**config.mk**
```make
export PLATFORM = sky130hd
export DESIGN_NAME = alu_issue
export DESIGN_NICKNAME = d
export VERILOG_FILES = /design/src/rtl/alu_issue.sv
export SDC_FILE = /design/constraint.sdc
export NUM_CORES = 1
export LEC_CHECK = 0
export BUFFER_PORTS_ARGS = -buffer_cell sky130_fd_sc_hd__buf_2
export CORE_ASPECT_RATIO = 1.2
export CORE_MARGIN = 4
export CORE_UTILIZATION = 36
export DETAILED_ROUTE_END_ITERATION = 7
export PLACE_DENSITY = 0.77
export SYNTH_ARGS = -nofsm -noshare
export SYNTH_HDL_FRONTEND = slang
export SYNTH_SLANG_ARGS = --single-unit
```
**constraint.sdc**
```tcl
create_clock -name i_clk -period 1.9 [get_ports i_clk]
set_input_delay 0.095 -clock i_clk [delete_from_list [all_inputs] [get_ports i_clk]]
set_output_delay 0.095 -clock i_clk [all_outputs]
set_load 0.1 [all_outputs]
```
**src/rtl/alu_issue.sv**
```systemverilog
// rtl/alu_issue.sv - issue stage between decode and the ALU, with tagged write-back and flush handling
module alu_issue #(
  parameter int RW = 5
) (
  input  logic          i_clk,
  input  logic          i_rst,
  input  logic          i_clear,
  input  logic          i_dcd_valid,
  input  logic [3:0]    i_dcd_op,
  input  logic [31:0]   i_dcd_a,
  input  logic [31:0]   i_dcd_b,
  input  logic [RW-1:0] i_dcd_wreg,
  input  logic          i_dcd_wr,
  input  logic          i_dcd_wf,
  input  logic          i_dcd_cond_ok,
  output logic          o_dcd_stall,
  output logic          o_alu_ce,
  output logic          o_alu_valid,
  output logic [3:0]    o_alu_op,
  output logic [31:0]   o_alu_a,
  output logic [31:0]   o_alu_b,
  input  logic [31:0]   i_alu_c,
  input  logic [3:0]    i_alu_f,
  input  logic          i_alu_valid,
  input  logic          i_alu_busy,
  input  logic          i_alu_illegal,
  output logic          o_wb_we,
  output logic [RW-1:0] o_wb_reg,
  output logic [31:0]   o_wb_data,
  output logic          o_flags_we,
  output logic [3:0]    o_flags,
  output logic          o_illegal,
  output logic          o_idle,
  output logic [15:0]   o_retire_cnt
);

  typedef enum logic [1:0] {IDLE, PEND, MPYW, DRAIN} state_t;

  state_t        state_q;
  logic [RW-1:0] tag_wreg_q;
  logic          tag_wr_q;
  logic          tag_wf_q;

  logic issue;
  logic is_mpy;
  logic active;
  logic retire;
  logic trap;
  logic unused_busy;

  // Multiply completion is signalled only by valid/illegal; busy carries no extra information here.
  assign unused_busy = i_alu_busy;

  assign o_dcd_stall = (state_q == MPYW) || (state_q == DRAIN);
  assign issue       = i_dcd_valid && i_dcd_cond_ok && !o_dcd_stall && !i_clear;
  assign is_mpy      = (i_dcd_op[3:1] == 3'b101);
  assign o_alu_ce    = issue;
  assign o_alu_valid = issue;
  assign o_alu_op    = i_dcd_op;
  assign o_alu_a     = i_dcd_a;
  assign o_alu_b     = i_dcd_b;
  assign o_idle      = (state_q == IDLE);

  assign active = (state_q == PEND) || (state_q == MPYW);
  assign trap   = active && i_alu_illegal && !i_clear;
  assign retire = active && i_alu_valid && !i_alu_illegal && !i_clear;

  always_ff @(posedge i_clk) begin
    if (i_rst) begin
      state_q      <= IDLE;
      tag_wreg_q   <= '0;
      tag_wr_q     <= 1'b0;
      tag_wf_q     <= 1'b0;
      o_wb_we      <= 1'b0;
      o_wb_reg     <= '0;
      o_wb_data    <= '0;
      o_flags_we   <= 1'b0;
      o_flags      <= '0;
      o_illegal    <= 1'b0;
      o_retire_cnt <= '0;
    end else begin
      o_wb_we    <= retire && tag_wr_q;
      o_flags_we <= retire && tag_wf_q;
      o_illegal  <= trap;
      if (retire) begin
        o_wb_reg     <= tag_wreg_q;
        o_wb_data    <= i_alu_c;
        o_flags      <= i_alu_f;
        o_retire_cnt <= o_retire_cnt + 16'd1;
      end
      if (issue) begin
        tag_wreg_q <= i_dcd_wreg;
        tag_wr_q   <= i_dcd_wr;
        tag_wf_q   <= i_dcd_wf;
      end
      case (state_q)
        // A new issue in the retire cycle keeps the pipe at one op per cycle.
        IDLE, PEND: state_q <= issue ? (is_mpy ? MPYW : PEND) : IDLE;
        MPYW: begin
          if (i_clear)
            state_q <= DRAIN;
          else if (i_alu_valid || i_alu_illegal)
            state_q <= IDLE;
        end
        DRAIN: begin
          if (!i_clear && (i_alu_valid || i_alu_illegal))
            state_q <= IDLE;
        end
        default: state_q <= IDLE;
      endcase
    end
  end

endmodule
```
# After elaboration in Yosys (flattened, before gate mapping)
# Index checks and enable logic that the tools add are counted.
[classes]
add_sub_neg = 1
muxes = 6
eq_ne = 6
reduce_logical = 20
[ops]
columns = ["op", "n"]
rows = [
  ["$add 16x1->16 const B", 1],
  ["$logic_and 1x1->1", 11],
  ["$mux 2", 5],
  ["$pmux 2 s3", 1],
  ["$eq 2x2->1 const B", 2],
  ["$eq 3x3->1 const B", 1],
  ["$logic_not 1->1", 3],
  ["$logic_or 1x1->1", 3],
  ["$ne 3x2->1 const B", 1],
  ["$eq 2x1->1 const B", 1],
  ["$logic_not 2->1", 1],
  ["$ne 2x1->1 const B", 1],
  ["$reduce_and 2->1", 1],
  ["$reduce_or 2->1", 1],
]
[word_totals]
wordCells = 44
regBits = 69
input_bits = 119
out_inout_bits = 132

# Longest topological paths before layout
[depth]
ltp_word = 7
ltp_mapped = 8

# Worst setup path before layout
# No wires, ideal clock.
[synth_timing]
kind = "register to register"
start = "reg o_retire_cnt[0]"
end = "reg o_retire_cnt[12]"
t_required_ps = 1830
path_stages_with_launch = 6
slack_ps = -412
arrival_time_ps = 2242
setup_time_ps = 70
path_buffers = 0
synth_period_minus_slack_ps = 2312
path_cell_list = "dfxtp_1 > ha_1 > and2_1 > nand3_4 > or4_1 > a21oi_1"
[synth_between]
elab_chain_cells = 1
[synth_rtl]
columns = ["item", "line_no", "text"]
rows = [
  ["start: declaration", "34", "output logic [15:0] o_retire_cnt"],
  ["start signal: assignment", "89", "o_retire_cnt <= o_retire_cnt + 16'd1;"],
  ["$add 16x1->16", "89", ""],
]
# No other way between the ends.
# A chain may end at the register's enable or synchronous reset.

# Final worst setup path
[layout_timing]
start = "reg state_q[1]"
end = "reg o_retire_cnt[12]"
[layout_between]
elab_chain_cells = 5
[layout_rtl]
columns = ["item", "line_no", "text"]
rows = [
  ["start: declaration", "39", "state_t state_q;"],
  ["start signal: assignment", "98", "IDLE, PEND: state_q <= issue ? (is_mpy ? MPYW : PEND) : IDLE;"],
  ["$eq 2x1->1 / $eq 2x2->1 (equally long branches)", "64", "assign active = (state_q == PEND) || (state_q == MPYW);"],
  ["$logic_or 1x1->1 (*)", "64", ""],
  ["$logic_and 1x1->1 (*) (3 in a row)", "66", "assign retire = active && i_alu_valid && !i_alu_illegal && !i_clear;"],
]
# Mark *: on every way between the ends. The rest lies on a longest branch, timed or not.

==> flow_metrics.py <==
metrics = {
    "run_status": {
        "outcome": "finished, final reports clean",
    },
    "floorplanning": {
        "dieWidth_um": 93.6,
        "io_pins": 251,
        "die_area_sq_um": 10400,
        "core_area_sq_um": 8560,
        "die_h_um": 111,
        "core.rowCount": 37,
        "start_util_pct": 37.0,
    },
    "worst_setup_path": {
        "cp-start-kind": "register",
        "crit_fanout": 4,
        "crit_path_end_kind": "register",
        "critPathRequiredTime_ps": 2160,
        "criticalPathCategory": "reg -> reg",
        "cp_data_arrival_time_ps": 2070,
    },
    "logic_synthesis": {
        "yosysSeqAreaShare_pct": 43.6,
        "yosys_warnings": 0,
        "synth_flop_cell": "dfxtp_1",
        "synth_cells": 381,
        "syn_nets": 504,
        "synthesis.area_sq_um": 3170,
        "synth_cell_types": 37,
        "synth_seq_cells": 69,
        "synth_edf_count": 0,
        "async_reset_ff_share_pct": 0,
        "postSynthAreaPerCell_sq_um": 8.31,
    },
    "layout": {
        "final_cell_area_sq_um": 4080,
        "top_register": "o_wb_data",
        "reg.largest.list": "o_wb_data: 32 flops, o_retire_cnt: 16 flops",
        "syn_to_final_growth_pct": 28.8,
        "nFillCells": 796,
        "final_cell_mix": "buf_2, nand2_1, dfxtp_1",
        "largest_register_ffs": 32,
        "drive_above_1_share_pct": 34.7,
        "final_nets": 593,
        "mostFrequentLayoutCell": "buf_2",
        "diodes": 0,
    },
    "global_routing": {
        "grt_usage_pct": 16.7,
        "antenna_found_initial": 0,
        "grt-ovfl-total": 0,
        "grt_pass1_vias": 2903,
        "grt_pass1_wl_um": 13800,
        "grt_max_degree": 43,
    },
    "routing": {
        "drt_iter0_markers": 142,
        "detail-route-antenna-nets": 0,
        "drtPass1Iterations": 4,
        "dr_wl_met3_um": 594,
        "wl_um": 8690,
        "drt-met1-wl_um": 3070,
        "highest_layer": "met4",
        "viasPerCell": 4.71,
        "vias": 2789,
        "dr_wl_met2_um": 4530,
        "wl_per_cell_um": 14.7,
        "drc": 0,
    },
    "pwr": {
        "clkPwrFrac_pct": 39.0,
        "p_total_mw": 2.87,
        "power_density_nw_per_um2": 703,
        "p_switching_mw": 0.704,
        "ir_drop_uv": 397,
        "swShare_pct": 24.5,
        "power.internal_mw": 2.16,
        "p_leak_nw": 1.75,
        "pwr-share-seq_pct": 50.8,
        "p_comb_share_pct": 10.2,
    },
    "clocking": {
        "clock-sinks": 69,
        "cts_root_buffer": "clkbuf_8",
        "htreeDepth": 3,
        "clkLatencyLatePin_ps": 340,
        "cts_tree": "built",
        "cts_inserted_buffers": 9,
        "clkSlewWorstSetupHoldPaths_ps": 70,
        "clockBufferDepth": 2,
    },
    "sta": {
        "final_hold_viol_count": 0,
        "maxSlewViolCount": 0,
        "hold-worst-slack_ps": 23.3,
        "timing.slew.headroom_pct": 56.8,
        "period_share_pct": 95.3,
        "fin_ws_ps": 89.9,
        "finalSetupViolations": 0,
        "tightest_slew_ps": 647,
        "fin_skew_ps": 6.77,
        "clock.fmax_ghz": 0.552,
        "period_needed_ps": 1810,
    },
    "place": {
        "hpwl_um": 5660,
        "placed_area_sq_um": 3460,
        "place_ws_ps": 17.7,
        "gp_congestion": 0.807,
        "io_buffers": 119,
    },
    "hold_path": {
        "hold_class": "in -> reg",
    },
    "run": {
        "maxCapViolations": 0,
    },
}
## power groups by stage
stage	clock, mW	sequential, mW	combinational [mW]
floorplan	0	1.52	0.753
global placement	0	1.49	0.214
detailed placement	0	1.49	0.219
CTS	1.17	1.46	0.285
global route	1.22	1.46	0.310
finish	1.12	1.46	0.292
## final cells by class
cell class                 count  area (sq um)  share of cell area [%]
inverter                       3          11.3                   0.276
sequential                    69          1400                    34.4
timing repair buffer         167          1130                    27.6
clock inverter                 4          20.0                   0.491
multi-input combinational    220          1200                    29.5
clock buffer                  12           166                    4.08
tap                          117           146                    3.59
## cell families after synthesis
group / synth area share [%]
flops: 43.6
buf+inv: 19.4
mux: 2.57
simple gates: 20.6
xor+xnor: 2.49
fa+ha+maj: 1.58
compound gates: 9.72
## cells in the mapped netlist (4+ instances only)
| master | count | share of area (%) |
|---|---|---|
| nand2_1 | 89 | 11 |
| buf_4 | 71 | 17 |
| dfxtp_1 | 69 | 44 |
| a21oi_1 | 47 | 7.4 |
| nor2_1 | 19 | 2.3 |
| clkbuf_1 | 13 | 1.5 |
| nand4_1 | 8 | 1.6 |
| mux2i_1 | 7 | 2.2 |
| xor2_1 | 7 | 1.9 |
| ha_1 | 4 | 1.6 |
| nand3_1 | 4 | 0.63 |
## stage by stage
step                      std cells  setup TNS [ps]  util, %
after global placement          535               0     40.4
after detailed placement        535               0     40.4
after floorplan                 381               0        -
after CTS                       592               0     47.4
after global routing            592           -1.88     47.6
final                           592               0     47.6
## path summary, 6_finish.rpt
path / depth (start not counted) / to / startpoint / slack [ps]
worst max-delay path: 6 / o_retire_cnt[12] / state_q[1] / 90
worst min-delay path: 3 / tag_wreg_q[2] / i_dcd_wreg[2] / 20
worst max register to register: 6 / o_retire_cnt[12] / state_q[1] / 90
worst min register to register: 2 / o_wb_reg[4] / o_wb_reg[4] / 450
## layer usage
layer	global-route usage, %	vias up
met5	0	-
met4	12.6	0
met3	5.30	55
met2	29.1	103
met1	15.9	1271
li1	-	1360
## worst max-delay path, stage by stage, from the launching register on
cell and delay [ps]:
dfxtp_2 350, inv_1 80, ha_4 280, and4bb_2 310, nand3_4 100, or4_1 480, a21oi_1 150
## what timing repair did
item,in CTS,in global routing
hold buffers,40,0
pin swaps,0,2
gates cloned,0,0
endpoints found under the hold margin,40,0
endpoints found under the setup margin,2,36
buffers inserted,1,0
resized for setup,1,4
Power figures use the tool's default switching activity.
